===== config.mk =====
export PLATFORM = sky130hd
export DESIGN_NAME = int_sync_gateway_arbiter
export DESIGN_NICKNAME = d
export VERILOG_FILES = /design/src/rtl/int_sync_gateway_arbiter.sv
export SDC_FILE = /design/constraint.sdc
export NUM_CORES = 1
export LEC_CHECK = 0
export ABC_AREA = 1
export BUFFER_PORTS_ARGS = -buffer_cell sky130_fd_sc_hd__buf_4
export CELL_PAD_IN_SITES_DETAIL_PLACEMENT = 1
export CELL_PAD_IN_SITES_GLOBAL_PLACEMENT = 1
export CORE_MARGIN = 1
export CORE_UTILIZATION = 30
export CTS_BUF_LIST = sky130_fd_sc_hd__clkbuf_8
export CTS_CLUSTER_SIZE = 40
export DETAILED_ROUTE_END_ITERATION = 8
export PLACE_DENSITY_LB_ADDON = 0.05
export SYNTH_ARGS = -nofsm -noshare
export SYNTH_HDL_FRONTEND = slang
export SYNTH_SLANG_ARGS = --single-unit

===== constraint.sdc =====
create_clock -name clock -period 5 [get_ports clock]
set_clock_uncertainty 0.15 [all_clocks]
set_input_delay 0.5 -clock clock [delete_from_list [all_inputs] [get_ports clock]]
set_output_delay 0.5 -clock clock [all_outputs]
set_load 0.005 [all_outputs]

===== src/rtl/int_sync_gateway_arbiter.sv =====
// Interrupt gateway and priority arbiter: latches synchronized level sources into
// pending bits, blocks re-triggering until completion, and serves claim/complete.
module int_sync_gateway_arbiter #(
  parameter int unsigned N_SRC  = 4,
  parameter int unsigned PRIO_W = 2,
  parameter int unsigned ID_W   = $clog2(N_SRC + 1)
) (
  input  logic                    clock,
  input  logic                    reset,
  input  logic [N_SRC-1:0]        io_src,
  input  logic [N_SRC*PRIO_W-1:0] io_prio,
  input  logic [PRIO_W-1:0]       io_threshold,
  input  logic                    io_claim,
  input  logic                    io_complete,
  input  logic [ID_W-1:0]         io_complete_id,
  output logic                    io_irq,
  output logic                    io_claim_valid,
  output logic [ID_W-1:0]         io_claim_id
);

  logic [N_SRC-1:0]  armed;
  logic [N_SRC-1:0]  pending;
  logic [N_SRC-1:0]  elig;
  logic [N_SRC-1:0]  armed_nxt;
  logic [N_SRC-1:0]  pending_nxt;
  logic [PRIO_W-1:0] best_prio;
  logic [ID_W-1:0]   winner;

  // Highest eligible priority wins; strict '>' keeps ties on the lowest index.
  always_comb begin : arbitrate
    elig      = '0;
    best_prio = '0;
    winner    = '0;
    for (int i = 0; i < int'(N_SRC); i++) begin
      elig[i] = pending[i] && (io_prio[i*PRIO_W +: PRIO_W] > io_threshold);
      if (elig[i] && (io_prio[i*PRIO_W +: PRIO_W] > best_prio)) begin
        best_prio = io_prio[i*PRIO_W +: PRIO_W];
        winner    = ID_W'(i + 1);
      end
    end
  end

  // Gateway accept, claim clear and completion re-arm, all from current-cycle state.
  always_comb begin : next_state
    pending_nxt = pending | (io_src & armed);
    armed_nxt   = armed & ~io_src;
    for (int i = 0; i < int'(N_SRC); i++) begin
      if (io_claim && (winner == ID_W'(i + 1))) begin
        pending_nxt[i] = 1'b0;
      end
      if (io_complete && (io_complete_id == ID_W'(i + 1)) && !armed[i] && !pending[i]) begin
        armed_nxt[i] = 1'b1;
      end
    end
  end

  always_ff @(posedge clock) begin : regs
    if (!reset) begin
      armed          <= '1;
      pending        <= '0;
      io_irq         <= 1'b0;
      io_claim_valid <= 1'b0;
      io_claim_id    <= '0;
    end else begin
      armed          <= armed_nxt;
      pending        <= pending_nxt;
      io_irq         <= |elig;
      io_claim_valid <= io_claim;
      if (io_claim) begin
        io_claim_id <= winner;
      end
    end
  end

endmodule

# == Word level (Yosys, flattened, before mapping) ==
# Cells that the tools add are included.
# op_classes
eq_ne,8
reduce_logical,41
n_lt_le_gt_ge,8
bitwise,5
mux,7
# op_table
cell,n
logical AND 1 bit,24
OR reduction 2 bit,8
> comparator 2 bit,7
== test 3 x 2 -> 1 bit (second input constant),4
2-to-1 mux 3 bit,3
AND 4 bit,2
logical NOT 1 bit,8
== test 3 x 1 -> 1 bit (second input constant),2
== test 3 bit (second input constant),2
2-to-1 mux 2 bit,3
inverter 4 bit,1
OR 4 bit,1
OR reduction 4 bit,1
> comparator 2 x 1 -> 1 bit (second input constant),1
2-to-1 mux 1 bit,1
inverter 1 bit,1
# word_totals
inputBits,21
output_inout_bits,5
regBits,13
word_cells,80

# == Depth between registers and ports, before layout ==
# depth
ltp_word,16
mapped_depth,32
depth_no_buf,32

# == Worst setup path before layout ==
# No wires, ideal clock.
# synth_timing
path_kind,input to register
startpoint,input io_threshold[1]
endpoint,register pending[1]
n_path_buf,0
setup_slack_ps,1147
arrival_ps,3586
required_time_ps,4733
path_stages,28
path_cell_list,inv_1 -> ha_1 -> a21oi_2 -> nand2_2 -> nor2_1 -> inv_1 -> ha_1 -> nand2_1 -> inv_1 -> a21oi_2 -> nand2_4 -> nand2_1 -> o21ai_2 -> ha_1 -> nand2_1 -> a21boi_2 -> nand2_2 -> or2_0 -> nand2_1 -> ha_1 -> nand2_1 -> nand2_1 -> nand2_1 -> nor2_4 -> nor2_4 -> nand2_1 -> nor2_1 -> nor2_1
# synth_via
elab_chain_len,16
word_cells_on_any_way,25
# synth_lines
element,line,source
from (decl),12,"input logic [PRIO_W-1:0] io_threshold,"
> comparator 2 bit,35,elig[i] = pending[i] && (io_prio[i*PRIO_W +: PRIO_W] > io_threshold);
logical AND 1 bit,35,
logical AND 1 bit,36,if (elig[i] && (io_prio[i*PRIO_W +: PRIO_W] > best_prio)) begin
2-to-1 mux 2 bit,36,
> comparator 2 bit,36,
logical AND 1 bit,36,
2-to-1 mux 2 bit,36,
> comparator 2 bit,36,
logical AND 1 bit,36,
2-to-1 mux 2 bit,36,
> comparator 2 bit,36,
logical AND 1 bit,36,
2-to-1 mux 3 bit *,36,
== test 3 x 2 -> 1 bit *,48,if (io_claim && (winner == ID_W'(i + 1))) begin
logical AND 1 bit *,48,
OR reduction 2 bit (no line) *,--,
to (signal assigned),66,pending <= pending_nxt;
to (decl),22,logic [N_SRC-1:0] pending;
# Every way passes the cells marked *; elsewhere a longest branch is shown, timed or not.
# A chain may end at the register's enable or synchronous reset.

# == Worst setup path in the final report ==
# Ends and elaborated chain as after synthesis.

==> flow_summary.toml <==
[outcome]
status = "completed"

[route]
viasPerCell = 4.54
routed_wl_um = 2480
wire_per_inst_um = 11.5
drt_iter0_markers = 10
drtPass1Iterations = 2
antenna_left = 0
vias = 980
drcViolationCount = 0

[run]
drv_cap = 0

[setup_path]
worst-path-buf-inv = 4
cpMaxStageDelayCell = "ha_1"
worstSetupPathType = "input pin to flop"
crit_top_cell = "nand2_1"
cp_max_fo = 7
critPathLaunchType = "input pin"
crit_family = "simple AND/OR/NAND/NOR gates"
arrival_ps = 4150
end_kind = "flop"
crit_path_max_incr_delay_ps = 300
cp.required_ps = 4980

[grt]
grt_pass1_vias = 1020
grt_start_max_net_pins = 8
grt_overflow = 0
grt_pass1_wl_um = 4330
grt_antenna_before_repair = 0
grtUsageTotal_pct = 16.3

[timing]
post-route-period-util_pct = 83.4
finalHoldViolCount = 0
fmax_ghz = 0.240
hold-worst-slack_ps = 300
setup_viol = 0
slew_headroom_pct = 81.5
period_minus_slack_ps = 4170
finalMaxSlewViolations = 0
rsz0062_at_grt = "false"
finalSetupTns_ps = 0
worstMarginPinSlew_ps = 278

[pwr]
combPwrFrac_pct = 30.1
static-leakage-power_nw = 0.708
switching_share_pct = 30.5
p_switching_mw = 0.0900
seq_power_share_pct = 39.2
clockPowerShare_pct = 30.7
peakVddDrop_mv = 0.151
p_per_area_nw_per_um2 = 228
p_total_mw = 0.295
p_int_mw = 0.205

[cts]
cts_buffers = 3
htreeDepth = 1
post_cts_buffers = 0
cts_sinks = 13
cts_resized = 0
postCtsHoldBufs = 0
cts_root_buf = "clkbuf_8"
worstSkewPairLatency_ps = 240
clock_path_buffers = 2
clkSlewWorstSetupHoldPaths_ps = 60
cts_tree = "built"

[floorplan]
num_rows = 20
core_um2 = 3130
die_w_um = 60.0
ios = 26
die-area_um2 = 3600
dieHeight_um = 60.0
start_util_pct = 32.3

[synthesis]
syn_avg_cell_area_um2 = 7.06
async_flop_share_pct = 0
synth_edf_count = 0
yosysSeqAreaShare_pct = 25.8
synth.distinct_cells = 25
synth_area_um2 = 1010
synth_flop_cell = "dfxtp_1"
syn_inst = 143
yosysWarnings = 0
synth_seq_cells = 13
syn-num-nets = 178

[placed_design]
dp_hpwl_um = 2200
dpl-instance-area_um2 = 1250
dpl.cell_count = 212
portBuffers = 25
gp_congestion = 0.711

[worst_hold_path]
hp-class = "input pin to flop"

[finish]
diodes = 0
layoutNonFillerInstCount = 216
nets = 208
fillerInstances = 399
stdcell_area_um2 = 1300
drive_above_1_share_pct = 27.3
syn2layout_area_growth_pct = 28.5
[power by group through the flow]
stage	clock network [mW]	registers, mW	logic [mW]
floorplan	0	0.117	0.0563
CTS	0.0930	0.116	0.0909
global placement	0	0.118	0.0858
finish	0.0906	0.116	0.0888
detailed placement	0	0.118	0.0903
global route	0.0994	0.117	0.103
[layout make-up]
| cell class | count | area (um2) | area share, % |
|---|---|---|---|
| inverters | 35 | 131 | 10.1 |
| repair buffers | 25 | 188 | 14.5 |
| clock inverters | 1 | 3.75 | 0.289 |
| well taps | 44 | 55.1 | 4.24 |
| flip-flops and latches | 13 | 260 | 20.1 |
| multi-input cells | 95 | 618 | 47.6 |
| clock buffers | 3 | 41.3 | 3.18 |
[cell usage after synthesis (2+ instances only)]
| cell | n | area (um2) |
|---|---|---|
| a21oi_1 | 6 | 30.0 |
| a21oi_2 | 5 | 43.8 |
| dfxtp_1 | 13 | 260 |
| ha_1 | 14 | 175 |
| inv_1 | 35 | 131 |
| nand2_1 | 32 | 120 |
| nand2_2 | 4 | 25.0 |
| nand3_1 | 3 | 15.0 |
| nor2_1 | 6 | 22.5 |
| nor2_2 | 3 | 18.8 |
| nor2_4 | 2 | 22.5 |
| nor3_1 | 2 | 10.0 |
| o21ai_0 | 4 | 20.0 |
| o21ai_2 | 3 | 26.3 |
[per-layer routing]
layer  share of wire [%]  track usage (%)  vias up
met4                0.56             1.99        0
met3                 4.0             3.90        2
met5                   0                0        -
met2                  51             29.7       17
met1                  44             19.7      452
li1                    -                -      509
[kinds of logic after synthesis]
kind of cell             share of synthesized area [%]
buffers and inverters                             13.0
adder cells (fa/ha/maj)                           17.3
flip-flops                                        25.8
AND/OR/NAND/NOR                                   26.3
AO/OA/AOI/OAI                                     17.6
[sequential cells by signal (all words and copies together), names as in the netlist]
name and flops:
io_irq 1, io_claim_id 3, pending 4, armed 4
io_claim_valid 1
[cells in the final DEF (no fill, tap or decap)]
cell      instances
inv_1            36
nand2_1          32
buf_4            25
ha_1             14
dfxtp_1          13
a21oi_1           6
nor2_1            6
a21oi_2           5
nand2_2           4
o21ai_0           4
nor2_2            3
o21ai_2           3
nand3_1           3
clkbuf_8          3
nor2_4            2
nor3_1            2
nand2_4           1
a21boi_2          1
or2_0             1
a41oi_1           1
o221ai_1          1
a31oi_1           1
a21o_1            1
o31ai_1           1
nand4_1           1
a211oi_1          1
nor3b_1           1
[final timing paths]
path	startpoint	end	slack, ps	depth (start not counted)
max	io_threshold[1]	pending[1]	830	29
min	io_src[3]	armed[3]	300	2
max reg2reg	pending[0]	pending[1]	1290	27
min reg2reg	io_claim_id[1]	io_claim_id[1]	320	2
[metrics by stage]
step / worst slack [ps] / util [%]
global route: 440 / 41.5
CTS: 777 / 41.5
detailed placement: 530 / 40.0
global placement: 667 / 40.0
floorplan: 1150 / -
finish: 832 / 41.5
(Power assumes the default switching activity.)
